**src/rtl/axi_pkg.sv**
```systemverilog
// Shared encodings for the AXI read-channel slave.
// Burst/resp codes, FSM states and the beat-shift helper.
package axi_pkg;

    localparam logic [1:0] BURST_FIXED = 2'b00;
    localparam logic [1:0] BURST_INCR  = 2'b01;
    localparam logic [1:0] BURST_WRAP  = 2'b10;

    localparam logic [1:0] RESP_OKAY   = 2'b00;
    localparam logic [1:0] RESP_SLVERR = 2'b10;

    localparam int BEAT_SHIFT_DEF = 3;

    typedef enum logic [1:0] {
        ST_IDLE = 2'd0,
        ST_RD   = 2'd1,
        ST_RESP = 2'd2
    } state_t;

    function automatic int beat_shift(input int dw);
        return $clog2(dw / 8);
    endfunction

endpackage

```
**src/rtl/axi_ar_fifo.sv**
```systemverilog
// Generic synchronous FIFO, async active-low reset.
// Head entry is presented combinationally on rd_data.
module axi_ar_fifo #(
    parameter int WIDTH = 8,
    parameter int DEPTH = 4,
    parameter int CW    = $clog2(DEPTH) + 1
) (
    input  logic             clk,
    input  logic             rst_n,
    input  logic             push,
    input  logic [WIDTH-1:0] wr_data,
    input  logic             pop,
    output logic [WIDTH-1:0] rd_data,
    output logic             full,
    output logic             empty,
    output logic [CW-1:0]    count
);

    localparam int PW = $clog2(DEPTH);

    logic [WIDTH-1:0] mem [DEPTH];
    logic [PW-1:0]    wptr;
    logic [PW-1:0]    rptr;
    logic             do_push;
    logic             do_pop;

    assign full    = (count == CW'(DEPTH));
    assign empty   = (count == '0);
    assign do_push = push & ~full;
    assign do_pop  = pop & ~empty;
    assign rd_data = mem[rptr];

    always_ff @(posedge clk or negedge rst_n) begin
        if (!rst_n) begin
            wptr  <= '0;
            rptr  <= '0;
            count <= '0;
            for (int i = 0; i < DEPTH; i++) begin
                mem[i] <= '0;
            end
        end else begin
            if (do_push) begin
                mem[wptr] <= wr_data;
                wptr      <= wptr + 1'b1;
            end
            if (do_pop) begin
                rptr <= rptr + 1'b1;
            end
            unique case ({do_push, do_pop})
                2'b10:   count <= count + 1'b1;
                2'b01:   count <= count - 1'b1;
                default: count <= count;
            endcase
        end
    end

endmodule

```
**src/rtl/axi_read_slave.sv**
```systemverilog
// AXI4 read slave: AR FIFO, per-beat SRAM read, R response.
// Define AXI_RSLV_UNALIGN_CHK_EN to flag unaligned ARADDR as SLVERR.
module axi_read_slave
    import axi_pkg::*;
#(
    parameter int ID_WIDTH   = 4,
    parameter int ADDR_WIDTH = 10,
    parameter int DATA_WIDTH = 64,
    parameter int AR_DEPTH   = 4,
    parameter int MEM_AW     = ADDR_WIDTH - 3
) (
    input  logic                  clk,
    input  logic                  rst_n,
    input  logic [ID_WIDTH-1:0]   ARID,
    input  logic [ADDR_WIDTH-1:0] ARADDR,
    input  logic [7:0]            ARLEN,
    input  logic [2:0]            ARSIZE,
    input  logic [1:0]            ARBURST,
    input  logic [3:0]            ARREGION,
    input  logic                  ARVALID,
    output logic                  ARREADY,
    output logic [ID_WIDTH-1:0]   RID,
    output logic [DATA_WIDTH-1:0] RDATA,
    output logic [1:0]            RRESP,
    output logic                  RLAST,
    output logic                  RVALID,
    input  logic                  RREADY,
    output logic                  mem_rd_en,
    output logic [MEM_AW-1:0]     mem_rd_addr,
    input  logic [DATA_WIDTH-1:0] mem_rd_data
);

    localparam int SHIFT = beat_shift(DATA_WIDTH);
    localparam int EW    = ID_WIDTH + ADDR_WIDTH + 13;
    localparam int CW    = $clog2(AR_DEPTH) + 1;
    localparam int AP    = 13;
    localparam int IP    = 13 + ADDR_WIDTH;

    logic [EW-1:0]         ar_in;
    logic [EW-1:0]         head;
    logic                  fifo_full;
    logic                  fifo_empty;
    logic [CW-1:0]         fifo_count;
    logic                  push;
    logic                  pop;

    logic [ID_WIDTH-1:0]   h_id;
    logic [ADDR_WIDTH-1:0] h_addr;
    logic [7:0]            h_len;
    logic [2:0]            h_size;
    logic [1:0]            h_burst;

    state_t                state;
    state_t                state_nx;
    logic [7:0]            beat_cnt;
    logic [7:0]            beat_nx;
    logic [ADDR_WIDTH-1:0] cur_addr;
    logic [ADDR_WIDTH-1:0] addr_nx;
    logic [ADDR_WIDTH-1:0] eff_addr;
    logic [ADDR_WIDTH-1:0] step;
    logic [ADDR_WIDTH-1:0] next_addr;
    logic                  err;
    logic                  last;
    logic                  in_resp;
    logic                  fresh;
    logic [DATA_WIDTH-1:0] rdata_q;
    logic                  unused_region;

    assign unused_region = ^ARREGION;

    assign ar_in = {ARID, ARADDR, ARLEN, ARSIZE, ARBURST};
    assign push  = ARVALID & ARREADY;
    assign ARREADY = ~fifo_full;

    axi_ar_fifo #(
        .WIDTH (EW),
        .DEPTH (AR_DEPTH)
    ) u_ar_fifo (
        .clk     (clk),
        .rst_n   (rst_n),
        .push    (push),
        .wr_data (ar_in),
        .pop     (pop),
        .rd_data (head),
        .full    (fifo_full),
        .empty   (fifo_empty),
        .count   (fifo_count)
    );

    assign h_burst = head[1:0];
    assign h_size  = head[4:2];
    assign h_len   = head[12:5];
    assign h_addr  = head[AP +: ADDR_WIDTH];
    assign h_id    = head[IP +: ID_WIDTH];

    // Head stays in the FIFO for the whole burst, so its
    // fields act as the burst's working copy.
    always_comb begin
        err = (h_burst != BURST_FIXED) && (h_burst != BURST_INCR);
        if (int'(h_size) > SHIFT) begin
            err = 1'b1;
        end
`ifdef AXI_RSLV_UNALIGN_CHK_EN
        if ((h_addr & (step - 1'b1)) != '0) begin
            err = 1'b1;
        end
`endif
    end

    assign step     = ADDR_WIDTH'(1) << h_size;
    assign eff_addr = (beat_cnt == 8'd0) ? h_addr : cur_addr;

    always_comb begin
        next_addr = eff_addr;
        if (h_burst == BURST_INCR) begin
            next_addr = (eff_addr + step) & ~(step - 1'b1);
        end
    end

    assign in_resp = (state == ST_RESP);
    assign last    = (beat_cnt == h_len);

    assign mem_rd_en   = (state == ST_RD) & ~err;
    assign mem_rd_addr = MEM_AW'(eff_addr >> SHIFT);

    assign RVALID = in_resp;
    assign RLAST  = in_resp & last;
    assign RID    = in_resp ? h_id : '0;
    assign RRESP  = (in_resp & err) ? RESP_SLVERR : RESP_OKAY;

    // SRAM output is only guaranteed for one cycle; hold a copy
    // for the rest of a stalled beat.
    always_comb begin
        RDATA = '0;
        if (in_resp && !err) begin
            RDATA = fresh ? mem_rd_data : rdata_q;
        end
    end

    always_ff @(posedge clk or negedge rst_n) begin
        if (!rst_n) begin
            state    <= ST_IDLE;
            beat_cnt <= '0;
            cur_addr <= '0;
            fresh    <= 1'b0;
            rdata_q  <= '0;
        end else begin
            state    <= state_nx;
            beat_cnt <= beat_nx;
            cur_addr <= addr_nx;
            fresh    <= (state == ST_RD);
            if (fresh) begin
                rdata_q <= mem_rd_data;
            end
        end
    end

    always_comb begin
        state_nx = state;
        beat_nx  = beat_cnt;
        addr_nx  = cur_addr;
        pop      = 1'b0;
        unique case (1'b1)
            (state == ST_IDLE): begin
                if (!fifo_empty) begin
                    state_nx = ST_RD;
                    beat_nx  = '0;
                end
            end
            (state == ST_RD): begin
                state_nx = ST_RESP;
            end
            (state == ST_RESP): begin
                if (RREADY) begin
                    if (last) begin
                        pop     = 1'b1;
                        beat_nx = '0;
                        state_nx = (fifo_count > CW'(1)) ?
                                   ST_RD : ST_IDLE;
                    end else begin
                        beat_nx  = beat_cnt + 8'd1;
                        addr_nx  = next_addr;
                        state_nx = ST_RD;
                    end
                end
            end
            default: begin
                state_nx = ST_IDLE;
            end
        endcase
    end

endmodule

```
**config.mk**
```make
export PLATFORM = sky130hd
export DESIGN_NAME = axi_read_slave
export DESIGN_NICKNAME = d
export VERILOG_FILES = /design/src/rtl/axi_pkg.sv /design/src/rtl/axi_ar_fifo.sv /design/src/rtl/axi_read_slave.sv
export SDC_FILE = /design/constraint.sdc
export NUM_CORES = 1
export LEC_CHECK = 0
export ABC_AREA = 1
export CAP_MARGIN = 20
export CORE_ASPECT_RATIO = 0.7
export CORE_MARGIN = 2
export CORE_UTILIZATION = 35
export DETAILED_ROUTE_END_ITERATION = 8
export PLACE_DENSITY = 0.67
export SYNTH_ARGS = -nofsm -noshare
export SYNTH_HDL_FRONTEND = slang
export SYNTH_SLANG_ARGS = --single-unit
```
**constraint.sdc**
```tcl
create_clock -name clk -period 6.25 [get_ports clk]
set_clock_uncertainty 0.1 [all_clocks]
set_input_delay 1.25 -clock clk [delete_from_list [all_inputs] [get_ports clk]]
set_output_delay 1.25 -clock clk [all_outputs]
set_load 0.05 [all_outputs]
```
; ---- Word level (Yosys, flattened, before mapping)
; Index checks and enable logic that the tools add are counted.
[word_totals]
reg_bits = 200
in_bits = 99
output_inout_bits = 81
wordCells = 88
[classes]
n_addsub = 7
n_lt_le_gt_ge = 5
n_eq_ne = 10
shift = 1
mux = 26
bitwise_logic = 14
reduce_logical = 13
[op_table]
columns = cell, count
row1 = two-way mux 64 bit, 2
row2 = bitwise mux 108 bit, 1
row3 = two-way mux 27 bit, 3
row4 = binary-select mux 27 bit (select 2 bit), 1
row5 = demux 27 bit (select 2 bit), 1
row6 = two-way mux 8 bit, 3
row7 = two-way mux 10 bit, 2
row8 = one-hot mux 8 bit (2 select lines), 1
row9 = adder 10 bit, 1
row10 = bitwise AND 10 bit, 1
row11 = NOT 10 bit, 1
row12 = "<< shifter 1 x 3 -> 10 bit, first input constant", 1
row13 = "subtractor 10 x 1 -> 10 bit, second input constant", 1
row14 = "adder 8 x 1 -> 8 bit, second input constant", 1
row15 = equality test 8 bit, 1
row16 = zero test 8 bit, 1
row17 = bitwise AND 1 bit, 6
row18 = "equality test 2 x 1 -> 1 bit, second input constant", 3
row19 = "greater-or-equal comparator 3 bit, second input constant", 2
row20 = two-way mux 1 bit, 6
row21 = two-way mux 2 bit, 3
row22 = NOT 2 -> 3 bit, 2
row23 = one-hot mux 2 bit (3 select lines), 1
row24 = one-hot mux 3 bit (2 select lines), 1
row25 = other kinds (19), 30

; ---- Longest topological paths before layout
[depth]
ltp_word = 11
mapped_depth = 20
mapped_depth_nobuf = 19

; ---- By module
; Synthesis repeated with hierarchy kept, for this count alone.
[hier_totals]
cells_unflattened = 1411
area_unflattened_um2 = 10687.8
[modules_own_cells]
columns = mod, n_inst, cells_each, area_each_um2, seq_area_each_um2
row1 = axi_ar_fifo, 1, 715, 5776.8, 2877.8
row2 = axi_read_slave, 1, 696, 4911.0, 2127.0

; ---- Worst setup path before layout
; Ideal clock, no wire load.
[synth_timing]
path_kind = flip-flop to output port
start = register u_ar_fifo.rptr[0]
end = output port mem_rd_en
arrival_time_ps = 2170
t_required_ps = 4900
path_slack_ps = 2730
stages_incl_launch_ff = 9
n_path_buf = 2
cell_sequence = dfrtp_1 -> buf_4 -> nand2_1 -> nand3_1 -> and2_1 -> buf_2 -> inv_2 -> nand2_1 -> nor3_1
[synth_between]
elab_chain_len = 9
word_cells_on_any_way = 11
classes_between = order compare (1) / eq/ne (1) / mux (4) / bitwise (3) / reduce/logical (2)
[synth_lines]
columns = item, line_no
row1 = from (decl), axi_ar_fifo.sv:23  ; logic [PW-1:0] rptr;
row2 = from (signal assigned), axi_ar_fifo.sv:47  ; rptr <= rptr + 1'b1;
row3 = NOT 2 -> 3 bit (implied by the code) (*), axi_ar_fifo.sv:31  ; assign rd_data = mem[rptr];
row4 = binary-select mux 27 bit (select 2 bit) (*), axi_ar_fifo.sv:31
row5 = two-way mux 27 bit (implied by the code) (*) (2 in a row), axi_ar_fifo.sv:31
row6 = branches (longest 2 deep; another with > comparator 3 x 2 -> 1 bit), -
row7 = two-way mux 1 bit (*), axi_read_slave.sv:100  ; if (int'(h_size) > SHIFT) begin
row8 = NOT 1 bit (*), axi_read_slave.sv:123  ; assign mem_rd_en = (state == ST_RD) & ~err;
row9 = bitwise AND 1 bit (*), axi_read_slave.sv:123
row10 = to (decl), axi_read_slave.sv:28  ; output logic mem_rd_en,
; Every way passes the cells marked *. The select of a mux whose other input is x is not followed.

; ---- Final worst setup path
[layout_timing]
start = register u_ar_fifo.rptr[0]
end = output port RDATA[48]
[layout_between]
elab_chain_len = 10
word_cells_on_any_way = 12
classes_between = order compare (1) / eq/ne (1) / mux (5) / bitwise (1) / reduce/logical (4)
[layout_lines]
columns = item, line_no
row1 = NOT 2 -> 3 bit (implied by the code) (*), axi_ar_fifo.sv:31
row2 = binary-select mux 27 bit (select 2 bit) (*), axi_ar_fifo.sv:31
row3 = two-way mux 27 bit (implied by the code) (*) (2 in a row), axi_ar_fifo.sv:31
row4 = branches (longest 2 deep; another with > comparator 3 x 2 -> 1 bit), -
row5 = two-way mux 1 bit (*), axi_read_slave.sv:100
row6 = zero test 1 bit (*), axi_read_slave.sv:135  ; if (in_resp && !err) begin
row7 = logical AND 1 bit (*), axi_read_slave.sv:135
row8 = two-way mux 64 bit (*), axi_read_slave.sv:135
row9 = to (decl), axi_read_slave.sv:23  ; output logic [DATA_WIDTH-1:0] RDATA,
; Marked as above.

==> run_results.csv <==
group,metric,value,unit
outcome,outcome,"finished clean",
floorplanning,core-area,27900,um2
grt,overflow,0,
yosys,synth_fp_nets,1416,
run,max_cap_viol_count,0,
floorplanning,io_pins,180,
routing,via_per_inst,4.70,
clock_network,cts_setup_buffers,0,
timing,hold_viol,0,
grt,grt_pass1_vias,7991,
critical_path,worstSetupStartpointType,"flop",
yosys,synth-main-ff-cell,"dfrtp_1",
min_path,hp-class,"reg2reg",
floorplanning,die_w,206,um
critical_path,end_kind,"primary output",
pwr,switching_share,47.6,%
floorplanning,start_util,35.7,%
finish,area_growth,25.3,%
grt,grt_max_degree,129,
pwr,pwr-share-comb,52.6,%
yosys,yosys_warnings,0,
finish,fillCellCount,2767,
yosys,yosys-top-cells-count,"nand2_1 (332), o21ai_0 (210), dfrtp_1 (200)",
floorplanning,fp-row-count,51,
pwr,p_seq_share,31.6,%
clock_network,clock-sinks,200,
yosys,netlist_instances,1298,
yosys,synth_most_common_cell,"nand2_1",
floorplanning,dieArea,29900,um2
critical_path,crit_chain,"buf_4, nand2_1, nand3_1, and2_1, inv_2, nand2_1, inv_2, nand2_2, buf_4, nor2_1, clkdlybuf4s50_1",
place,dp_hpwl,17200,um
routing,num_vias,8561,
yosys,synth_top_area_share,50.1,%
place,gp_congestion,0.869,
routing,wl_per_cell,14.4,um
timing,relSlewSlack,47.9,%
yosys,synth_edf_count,0,
yosys,synth_area_leaders,"dfrtp_1 (50%), nand2_1 (12%), o21ai_0 (11%), inv_1 (7.5%), nor2_1 (5.0%)",
pwr,ir_worst_vdd,0.000209,V
pwr,p_clk_share,15.8,%
clock_network,ctsHoldBuffers,0,
yosys,synth_area,9980,um2
floorplanning,die_h,145,um
place,dp.cells,1789,
finish,fin_cells,1822,
yosys,syn_avg_cell_area,7.69,um2
routing,firstDrtPassIters,5,
clock_network,numCtsBuffers,17,
timing,post-route-period-util,81.5,%
yosys,synthArstFlopShare,100,%
grt,grt_pass1_wl,42100,um
yosys,yosysSeqAreaShare,50.1,%
pwr,power.net_switching,3.27,mW
critical_path,cp_slowest_cell,"clkdlybuf4s50_1",
timing,rsz0062_at_grt,"no",
yosys,synth_top_cell_by_area,"dfrtp_1",
critical_path,max_stage_delay,740,ps
yosys,yosysUniqueCellTypes,39,
critical_path,cp.required,4900,ps
routing,drc_errors,0,
finish,final_util,44.7,%
pwr,intPower,3.60,mW
clock_network,cts_buffer_depth,2,
timing,fmaxAchievable,0.196,GHz
timing,hold_slack,383,ps
clock_network,htreeDepth,4,
clock_network,cts_root_buf,"clkbuf_16",
clock_network,cts.reportedPaths.clkPinSlew,70,ps
timing,report.final.setup_viol,0,
critical_path,cp_max_fo,64,
pwr,p_per_area,549,nW/um2
timing,worstMarginPinSlew,782,ps
yosys,ys_seq_elements,200,
clock_network,clk_latency,440,ps
finish,drive_gt1_share,4.96,%
timing,fin_crit,5090,ps
routing,drtIter0Drc,607,
pwr,p_leak,6.10,nW
routing,final_antenna_net_count,0,
critical_path,worstPathArrival,3740,ps
routing,routed_wl,26200,um
timing,maxSlewViolCount,0,
place,io_buffers,174,
grt,antenna_found_initial,0,
timing,fin_tns_setup,0,ps
clock_network,tritoncts,"yes",
finish,fin_nets,1556,
grt,grt.total_usage,17.6,%
critical_path,critPathKind,"reg2out",
clock_network,cts_resized,0,
finish,n_antenna_cell,0,
## final timing paths
path / start / to / slack [ps] / cells after the start
worst max-delay path: u_ar_fifo.rptr[0] / RDATA[48] / 1160 / 11
worst min-delay path: u_ar_fifo.mem[78] / u_ar_fifo.mem[78] / 380 / 2
worst max register to register: beat_cnt[1] / cur_addr[8] / 2660 / 16
worst min register to register: u_ar_fifo.mem[78] / u_ar_fifo.mem[78] / 380 / 2
max in group asynchronous: rst_n / rdata_q[30] / 4020 / 2
min in group asynchronous: rst_n / u_ar_fifo.mem[23] / 760 / 1
## cells in the final DEF (no fill, tap or decap), types with 2 or more instances in the layout
cell type        instances
ha_1                    18
inv_2                    6
nor2_2                   2
clkinv_2                 2
o21ai_0                210
a21oi_1                 13
o21a_1                   4
o221ai_1                 4
xnor2_1                  2
o22ai_1                  5
nor2_1                 134
o21ai_1                  2
xor2_1                  14
nand3_1                 50
buf_4                   19
nor3_1                   7
clkbuf_16               17
o211ai_1                 3
inv_6                    3
nand2_2                  5
clkbuf_8                 5
dfrtp_1                199
nand2_1                332
nand4_1                  6
clkinv_4                 2
a31oi_1                  3
nor2_4                   2
inv_1                  199
inv_8                    2
clkdlybuf4s50_1        164
## worst max-delay path: cells and delay by family, from the launching register on
| kind | cells | cell delay (ps) |
|---|---|---|
| buf+inv | 5 | 1980 |
| flops | 1 | 360 |
| simple gates | 6 | 900 |
## power groups by stage
stage	logic (mW)	registers, mW	clock network, mW
finish	3.61	2.17	1.08
global route	4.02	2.25	1.16
global placement	3.50	2.21	0
CTS	3.58	2.21	1.12
floorplan	2.68	2.09	0
detailed placement	3.56	2.23	0
## final cells by class
cell class,instances,area (um2),share of cell area [%]
Clock buffer,22,484,3.87
Multi-Input combinational cell,828,3870,31.0
Tap cell,371,464,3.71
Timing Repair Buffer,185,1820,14.5
Sequential cell,200,5010,40.1
Inverter,206,773,6.18
Clock inverter,10,83.8,0.670
## kinds of logic (layout without fill, tap and decap cells)
group,count (synthesis),after routing,synth area share [%]
other,1,1,0.0376
adders and majority gates,19,19,2.46
buffers and inverters,270,423,11.1
and+or+nand+nor,543,543,21.8
DFF,200,200,50.1
AOI/OAI and AO/OA,249,249,13.1
xor gates and xnor gates,16,16,1.40
## state kept, by name (all words and copies together) (netlist names)
register         flops
u_ar_fifo.rptr       2
rdata_q             64
u_ar_fifo.wptr       2
state                2
cur_addr            10
u_ar_fifo.mem      108
u_ar_fifo.count      3
fresh                1
beat_cnt             8
## metrics by stage
stage	worst slack [ps]	cell area, um2	power, mW
2_1_floorplan	2730	9980	4.77
3_3_place_gp	1670	11900	5.71
3_5_place_dp	1640	11900	5.79
4_1_cts	1150	12500	6.90
5_1_grt	892	12500	7.43
6_report	1160	12500	6.87
## routing by layer
layer / global-route usage [%] / up-vias / part of all wire [%]
met4: 4.21 / 0 / 0.88
met2: 26.1 / 269 / 42
met5: 0 / - / 0
met3: 3.66 / 24 / 6.8
met1: 26.2 / 3967 / 50
li1: - / 4301 / -
No activity file was read; power rests on OpenSTA's default activity.
